[src/rtl/timer_programmable_pkg.sv]
// Shared encodings for the programmable timer: FSM state codes and run-mode constants.
package timer_pkg;

    typedef logic [1:0] timer_state_t;

    localparam timer_state_t ST_IDLE    = 2'd0;
    localparam timer_state_t ST_RUN     = 2'd1;
    localparam timer_state_t ST_EXPIRED = 2'd2;

    localparam logic MODE_PERIODIC = 1'b0;
    localparam logic MODE_ONESHOT  = 1'b1;

    // Debug view of the control FSM, handy for binding checkers.
    typedef struct packed {
        timer_state_t state;
        logic         mode;
    } timer_status_t;

    function automatic int presc_width(input int prescale);
        return (prescale > 1) ? $clog2(prescale) : 1;
    endfunction

endpackage

[src/rtl/timer_programmable_prescaler.sv]
// Divides enabled clk cycles down to one tick every PRESCALE enabled cycles.
module timer_prescaler
    import timer_pkg::*;
#(
    parameter int PRESCALE = 1
) (
    input  logic clk,
    input  logic rst,
    input  logic clear,
    input  logic en,
    output logic tick
);

    localparam int W = presc_width(PRESCALE);
    localparam logic [W-1:0] LAST = W'(PRESCALE - 1);

    logic [W-1:0] cnt_q;
    logic [W-1:0] cnt_d;

    // With PRESCALE = 1 the counter is stuck at 0, so tick reduces to en.
    assign tick = en && !clear && (cnt_q == LAST);

    always_comb begin
        cnt_d = cnt_q;
        if (clear) begin
            cnt_d = '0;
        end else if (en) begin
            cnt_d = tick ? '0 : cnt_q + 1'b1;
        end
    end

    always_ff @(posedge clk) begin
        if (rst) begin
            cnt_q <= '0;
        end else begin
            cnt_q <= cnt_d;
        end
    end

endmodule

[src/rtl/timer_programmable.sv]
// Runtime-programmable tick/timeout timer: counts prescaled ticks 0..final, pulses done
// at each expiry; periodic or one-shot, with start/stop/pause and a loadable final value.
module timer_programmable
    import timer_pkg::*;
#(
    parameter int BITS          = 16,
    parameter int PRESCALE      = 1,
    parameter int DEFAULT_FINAL = 49999
) (
    input  logic            clk,
    input  logic            rst,
    input  logic            en,
    input  logic            load,
    input  logic [BITS-1:0] final_in,
    input  logic            mode,
    input  logic            start,
    input  logic            stop,
    output logic [BITS-1:0] count,
    output logic            done,
    output logic            running,
    output logic            expired
);

    timer_state_t    state_q, state_d;
    logic [BITS-1:0] count_q, count_d;
    logic [BITS-1:0] final_q, final_d;
    logic            mode_q, mode_d;
    logic            done_q, done_d;
    logic            running_q, expired_q;
    logic            tick;
    logic            presc_clear;
    logic            presc_en;
    timer_status_t   status;

    assign status = '{state: state_q, mode: mode_q};

    // Any start or stop restarts the prescaler phase; it only advances while running.
    assign presc_clear = stop || start;
    assign presc_en    = en && (state_q == ST_RUN);

    timer_prescaler #(
        .PRESCALE (PRESCALE)
    ) u_prescaler (
        .clk   (clk),
        .rst   (rst),
        .clear (presc_clear),
        .en    (presc_en),
        .tick  (tick)
    );

    // Command priority: stop > start > load > counting (rst handled in the register block).
    always_comb begin
        state_d = state_q;
        count_d = count_q;
        final_d = final_q;
        mode_d  = mode_q;
        done_d  = 1'b0;
        if (stop) begin
            state_d = ST_IDLE;
        end else if (start) begin
            state_d = ST_RUN;
            count_d = '0;
            mode_d  = mode;
        end else if (load && (state_q != ST_RUN)) begin
            final_d = final_in;
        end else if ((state_q == ST_RUN) && tick) begin
            if (count_q == final_q) begin
                done_d = 1'b1;
                if (mode_q == MODE_ONESHOT) begin
                    state_d = ST_EXPIRED;
                end else begin
                    count_d = '0;
                end
            end else begin
                count_d = count_q + 1'b1;
            end
        end
    end

    always_ff @(posedge clk) begin
        if (rst) begin
            state_q   <= ST_IDLE;
            count_q   <= '0;
            final_q   <= BITS'(DEFAULT_FINAL);
            mode_q    <= MODE_PERIODIC;
            done_q    <= 1'b0;
            running_q <= 1'b0;
            expired_q <= 1'b0;
        end else begin
            state_q   <= state_d;
            count_q   <= count_d;
            final_q   <= final_d;
            mode_q    <= mode_d;
            done_q    <= done_d;
            running_q <= (state_d == ST_RUN);
            expired_q <= (state_d == ST_EXPIRED);
        end
    end

    assign count   = count_q;
    assign done    = done_q;
    assign running = running_q;
    assign expired = expired_q;

endmodule

[config.mk]
export PLATFORM = sky130hd
export DESIGN_NAME = timer_programmable
export DESIGN_NICKNAME = d
export VERILOG_FILES = /design/src/rtl/timer_programmable_pkg.sv /design/src/rtl/timer_programmable_prescaler.sv /design/src/rtl/timer_programmable.sv
export SDC_FILE = /design/constraint.sdc
export NUM_CORES = 1
export LEC_CHECK = 0
export ABC_AREA = 1
export CORE_MARGIN = 1
export CORE_UTILIZATION = 52
export DETAILED_ROUTE_END_ITERATION = 12
export PLACE_DENSITY_LB_ADDON = 0.15
export SLEW_MARGIN = 20
export SYNTH_ARGS = -nofsm -noshare
export SYNTH_HDL_FRONTEND = slang
export SYNTH_SLANG_ARGS = --single-unit
[constraint.sdc]
create_clock -name clk -period 1.83 [get_ports clk]
set_input_delay 0.2745 -clock clk [delete_from_list [all_inputs] [get_ports clk]]
set_output_delay 0.2745 -clock clk [all_outputs]
set_load 0.01 [all_outputs]
# == Word level (Yosys, flattened, before mapping) ==
# Cells that the tools add are included.
# W data, S select, Z words.
# totals
reg_bits,39
latchBits,0
mem_bits_rw,0
rom_bits,0
in_bits,23
mem_count,0
# op_classes
add_sub_neg,2
n_mul,0
div,0
n_lt_le_gt_ge,0
eq_ne,7
shifts,0
muxes,13
bitwise_logic,4
reduce_logical,13
# op_table
op,count
$mux W16,5
$add A16 B1 Y16 const B,1
$eq A16 B16 Y1,1
$mux W2,6
$logic_and A1 B1 Y1,5
$reduce_or A5 Y1,1
$eq A2 B1 Y1 const B,2
$not A1 Y1,4
$reduce_and A4 Y1,1
$ne A3 B3 Y1 const B,1
$reduce_and A3 Y1,1
$eq A2 B2 Y1 const B,1
$mux W1,2
$ne A2 B1 Y1 const B,1
$ne A2 B2 Y1 const B,1
$reduce_and A2 Y1,1
$reduce_bool A2 Y1,1
$reduce_or A2 Y1,1
$add A1 B1 Y1 const B,1
$logic_not A1 Y1,1
$logic_or A1 B1 Y1,1

# == Depth between registers and ports, before layout ==
# depth
word_depth,10
ltp_mapped,12

# == Modules after synthesis ==
# A second synthesis with hierarchy kept.
# unflattened
cells_unflattened,358
area_unflattened_um2,2245.9
# by_module_without_submodules
module,n_inst,cells_each,area_each_um2,seq_area_each_um2
timer_programmable,1,349,2195.9,760.7
timer_prescaler,1,9,50.0,20.0

# == Worst setup path after synthesis ==
# OpenSTA, ideal clock, no wires.
# synth_timing
path_type,reg-to-reg
from,register count_q[8] (netlist: count[8])
to,register count_q[14] (netlist: count[14])
setup_ns,0.110
t_arrival_ns,1.396
setup_slack_ns,0.325
path_stages_with_launch,13
synth_period_minus_slack_ns,1.505
path_cell_list,dfxtp_1 inv_1 nand2_1 nand2_2 nor2_4 nand2_4 nor2_8 nand2_4 buf_2 nand3_1 nand2_1 nand2_1 nor2_2
# synth_via
elab_chain_len,5
# synth_rtl
element,line,rtl
start: declaration,timer_programmable.sv:25,"logic [BITS-1:0] count_q, count_d;"
start signal: assignment,timer_programmable.sv:91,count_q <= count_d;
$add A16 B1 Y16 / $eq A16 B16 Y1 (equally long branches),"timer_programmable.sv:75, timer_programmable.sv:67",
$mux W16,timer_programmable.sv:67,if (count_q == final_q) begin
$mux W16,timer_programmable.sv:66,end else if ((state_q == ST_RUN) && tick) begin
$mux W16,timer_programmable.sv:64,end else if (load && (state_q != ST_RUN)) begin
$mux W16,timer_programmable.sv:60,end else if (start) begin
# Several ways; a longest one is shown, not always the timed one. The select of a mux whose other input is x is not followed.
# A chain may end at the register's enable or synchronous reset.

# == Worst setup path after layout ==
# layout_timing
from,register count_q[7] (netlist: count[7])
to,output port count[7]
# layout_rtl
element,line,rtl
end: declaration,timer_programmable.sv:18,"output logic [BITS-1:0] count,"
# No word-level cell between the ends.

==> flow_metrics.py <==
metrics = {
    "synthesis": {
        "syn_nets": 385,
        "netlist.area_leader.share_pct": 34.44,
        "synth_area_leaders": "dfxtp_1 (34%), nand2_1 (20%), inv_1 (7.8%)",
        "avgSynthCellArea_um2": 6.280,
        "synth_area_leader_cell": "dfxtp_1",
        "synthCells": 361,
        "yosys_register_bits": 39,
        "ys_types": 28,
        "yosysWarnings": 0,
        "ys_seq_area_share_pct": 34.44,
        "syn_area_um2": 2267,
    },
    "placement": {
        "io_buffers": 41,
        "post-dp-hpwl_mm": 4.186,
        "gp_congestion": 0.9147,
        "postPlaceCellArea_um2": 2790,
    },
    "clock_tree": {
        "cts_resized": 0,
        "cts.sinks": 39,
        "numCtsBuffers": 5,
        "clk_pin_slew_ns": 0.08,
        "cts_hold_buf": 0,
        "cts-root-buf": "clkbuf_8",
        "cts_tree": "yes",
        "cts_max_level": 2,
        "post_cts_buffers": 0,
        "worst_skew_pair.late_latency_ns": 0.29,
        "clockBufferDepth": 2,
    },
    "global_routing": {
        "grt_antenna_before_repair": 0,
        "grt_pass1_vias": 2147,
        "grt_max_degree": 19,
        "grt_pass1_wl_mm": 9.246,
        "grt_util_all_layers_pct": 27.17,
        "grt-ovfl-total": 0,
    },
    "worst_setup_path": {
        "worstPathRequired_ns": 1.56,
        "cp_slowest_cell": "clkdlybuf4s50_1",
        "cp-end-kind": "primary output",
        "path_cells": "buf_4 -> clkdlybuf4s50_1",
        "critPathMaxStageDelay_ns": 0.53,
        "crit_type": "reg -> out",
        "crit_path_max_fanout": 5,
        "critical-path-top-delay-family": "buffers and inverters",
        "crit_buf_inv": 2,
        "crit_path_start_kind": "register",
        "rrSetupSlack_ns": 0.18,
        "crit_arrival_ns": 1.49,
    },
    "detailed_routing": {
        "dr.pass1.iters": 5,
        "wl_mm": 5.648,
        "drc": 0,
        "routed_via_density": 5.142,
        "wire_per_inst_um": 12.17,
        "drtIter0Drc": 174,
        "route.antenna.remaining_nets": 0,
        "vias": 2386,
    },
    "sta": {
        "rsz0062_at_grt": "false",
        "maxSlewViolCount": 0,
        "tightest_slew_ns": 0.2919,
        "min_period_ns": 1.765,
        "final_hold_viol_count": 0,
        "period_share_pct": 96.43,
        "fmaxAchievable_mhz": 566.7,
        "setup-violations-final": 0,
        "timing.slew.headroom_pct": 80.47,
        "finalClockSkew_ns": 0.007424,
        "final.setup.tns_ns": 0,
    },
    "final_layout": {
        "area_growth_pct": 28.04,
        "antenna_cells": 0,
        "fill_cells": 383,
        "final_nets": 437,
        "ff_latch_area_um2": 789.5,
        "fin_area_um2": 2903,
        "multi_input_area_um2": 1235,
        "drive_gt1_share_pct": 13.77,
    },
    "floorplanning": {
        "dieWidth_um": 68.03,
        "initial_utilization_pct": 55.48,
        "io_pins": 42,
        "die_y_um": 68.03,
        "dieArea_um2": 4628,
        "coreArea_um2": 4086,
        "rows": 23,
    },
    "power": {
        "leakagePower_nw": 1.346,
        "vdd_ir_drop_max_mv": 0.3917,
        "power.density_nw_per_um2": 596.4,
    },
    "min_path": {
        "holdCritPathClass": "reg -> reg",
    },
    "run": {
        "maxCapViolations": 0,
    },
    "outcome": {
        "status": "completed",
    },
}
-- kinds of logic (layout without fill, tap and decap cells) --
group | count (synthesis) | in the layout | synth area share (%)
and+or+nand+nor | 209 | 209 | 42.66
adders and majority gates | 1 | 1 | 0.5518
AOI/OAI and AO/OA | 45 | 45 | 10.32
DFF | 39 | 39 | 34.44
xor gates and xnor gates | 2 | 2 | 0.7728
buffers and inverters | 65 | 118 | 11.26
-- layout by cell type, fill, tap and decap left out, types with 2 or more instances in the layout --
| master | netlist | routed |
|---|---|---|
| clkbuf_8 | 0 | 7 |
| dfxtp_1 | 39 | 32 |
| nor2_1 | 33 | 33 |
| inv_1 | 47 | 47 |
| nand2_1 | 122 | 122 |
| nand4_1 | 10 | 10 |
| clkdlybuf4s50_1 | 0 | 41 |
| inv_2 | 10 | 10 |
| nand3_1 | 20 | 20 |
| o21ai_0 | 16 | 16 |
| nand2_4 | 4 | 4 |
| nor2_4 | 3 | 3 |
| xor2_1 | 2 | 2 |
| a21oi_1 | 24 | 24 |
| nor2_2 | 3 | 3 |
| nand2_2 | 5 | 5 |
| o22ai_1 | 2 | 2 |
| buf_4 | 0 | 11 |
| nor3_1 | 4 | 4 |
| dfxtp_2 | 0 | 7 |
-- power by group --
part           switching, mW  leakage, nW  internal, mW
combinational          0.109        0.974        0.0949
sequential            0.0131        0.320         0.871
clock                  0.299       0.0515         0.344
total                  0.421         1.35          1.31
-- state kept, by name (all words and copies together) (netlist names) --
name               cells
mode_q                 1
u_prescaler.cnt_q      1
expired                1
done                   1
running                1
count                 16
final_q               16
state_q                2
-- worst register-to-register path, cell delays in order, from the launching register on --
cell and delay (ns):
dfxtp_2 0.40, inv_2 0.05, nand2_1 0.05, nand2_1 0.05, nor2_1 0.16, nand2_1 0.13
nor2_4 0.16, nand2_4 0.17, o21bai_1 0.17, nand2_1 0.08, nand2_1 0.08, nor2_1 0.05
-- Yosys cell counts --
master and n:
nand2_8 1, nor2_1 33, buf_2 5, a21oi_2 1, nor2_4 3, nand4_1 10, inv_2 10, o21ai_1 1
inv_1 47, a21oi_1 24, xor2_1 2, nor2_2 3, nand2_2 5, nor2_8 1, ha_1 1, nor4_1 1
clkbuf_1 2, o21ai_0 16, nand2_1 122, nor3_1 4, dfxtp_1 39, o21bai_1 1, nand2_4 4, inv_6 1
nand3_1 20, o22ai_1 2, nand3_4 1, nor3_2 1
-- through the flow --
| stage | worst slack, ns | util [%] | instances | hold slack [ns] | power, mW |
|---|---|---|---|---|---|
| 6_report | 0.06536 | 71.03 | 464 | 0.4658 | 1.731 |
| 5_1_grt | 0.006061 | 71.03 | 464 | 0.4906 | 1.806 |
| 3_5_place_dp | 0.09219 | 68.28 | 456 | 0.4580 | 1.105 |
| 2_1_floorplan | 0.3246 | - | 361 | 0.3877 | 1.018 |
| 3_3_place_gp | 0.1133 | 68.28 | 456 | 0.4547 | 1.102 |
| 4_1_cts | 0.07567 | 70.73 | 464 | 0.4690 | 1.740 |
-- path summary, 6_finish.rpt --
path / start / to / cells after the start
setup / recovery: count[7] / count[7] / 2
hold / removal: final_q[4] / final_q[4] / 2
setup reg to reg: count[5] / running / 11
hold reg to reg: final_q[4] / final_q[4] / 2
-- area by class of cell --
cell class                 count  share of cell area (%)
multi-input combinational    257                   42.54
sequential                    39                   27.20
timing repair buffer          52                   16.98
inverter                      58                   7.672
clock buffer                   8                   3.448
tap                           50                   2.155
-- per-layer routing --
metal	global-route usage [%]	up-vias	part of all wire [%]	wire, um
met4	12.76	0	2.5	140
met2	45.71	92	46	2600
met1	33.00	1049	44	2488
met3	5.167	16	7.4	419
li1	-	1229	-	-
met5	0	-	0	0
No activity file was read; power rests on OpenSTA's default activity.
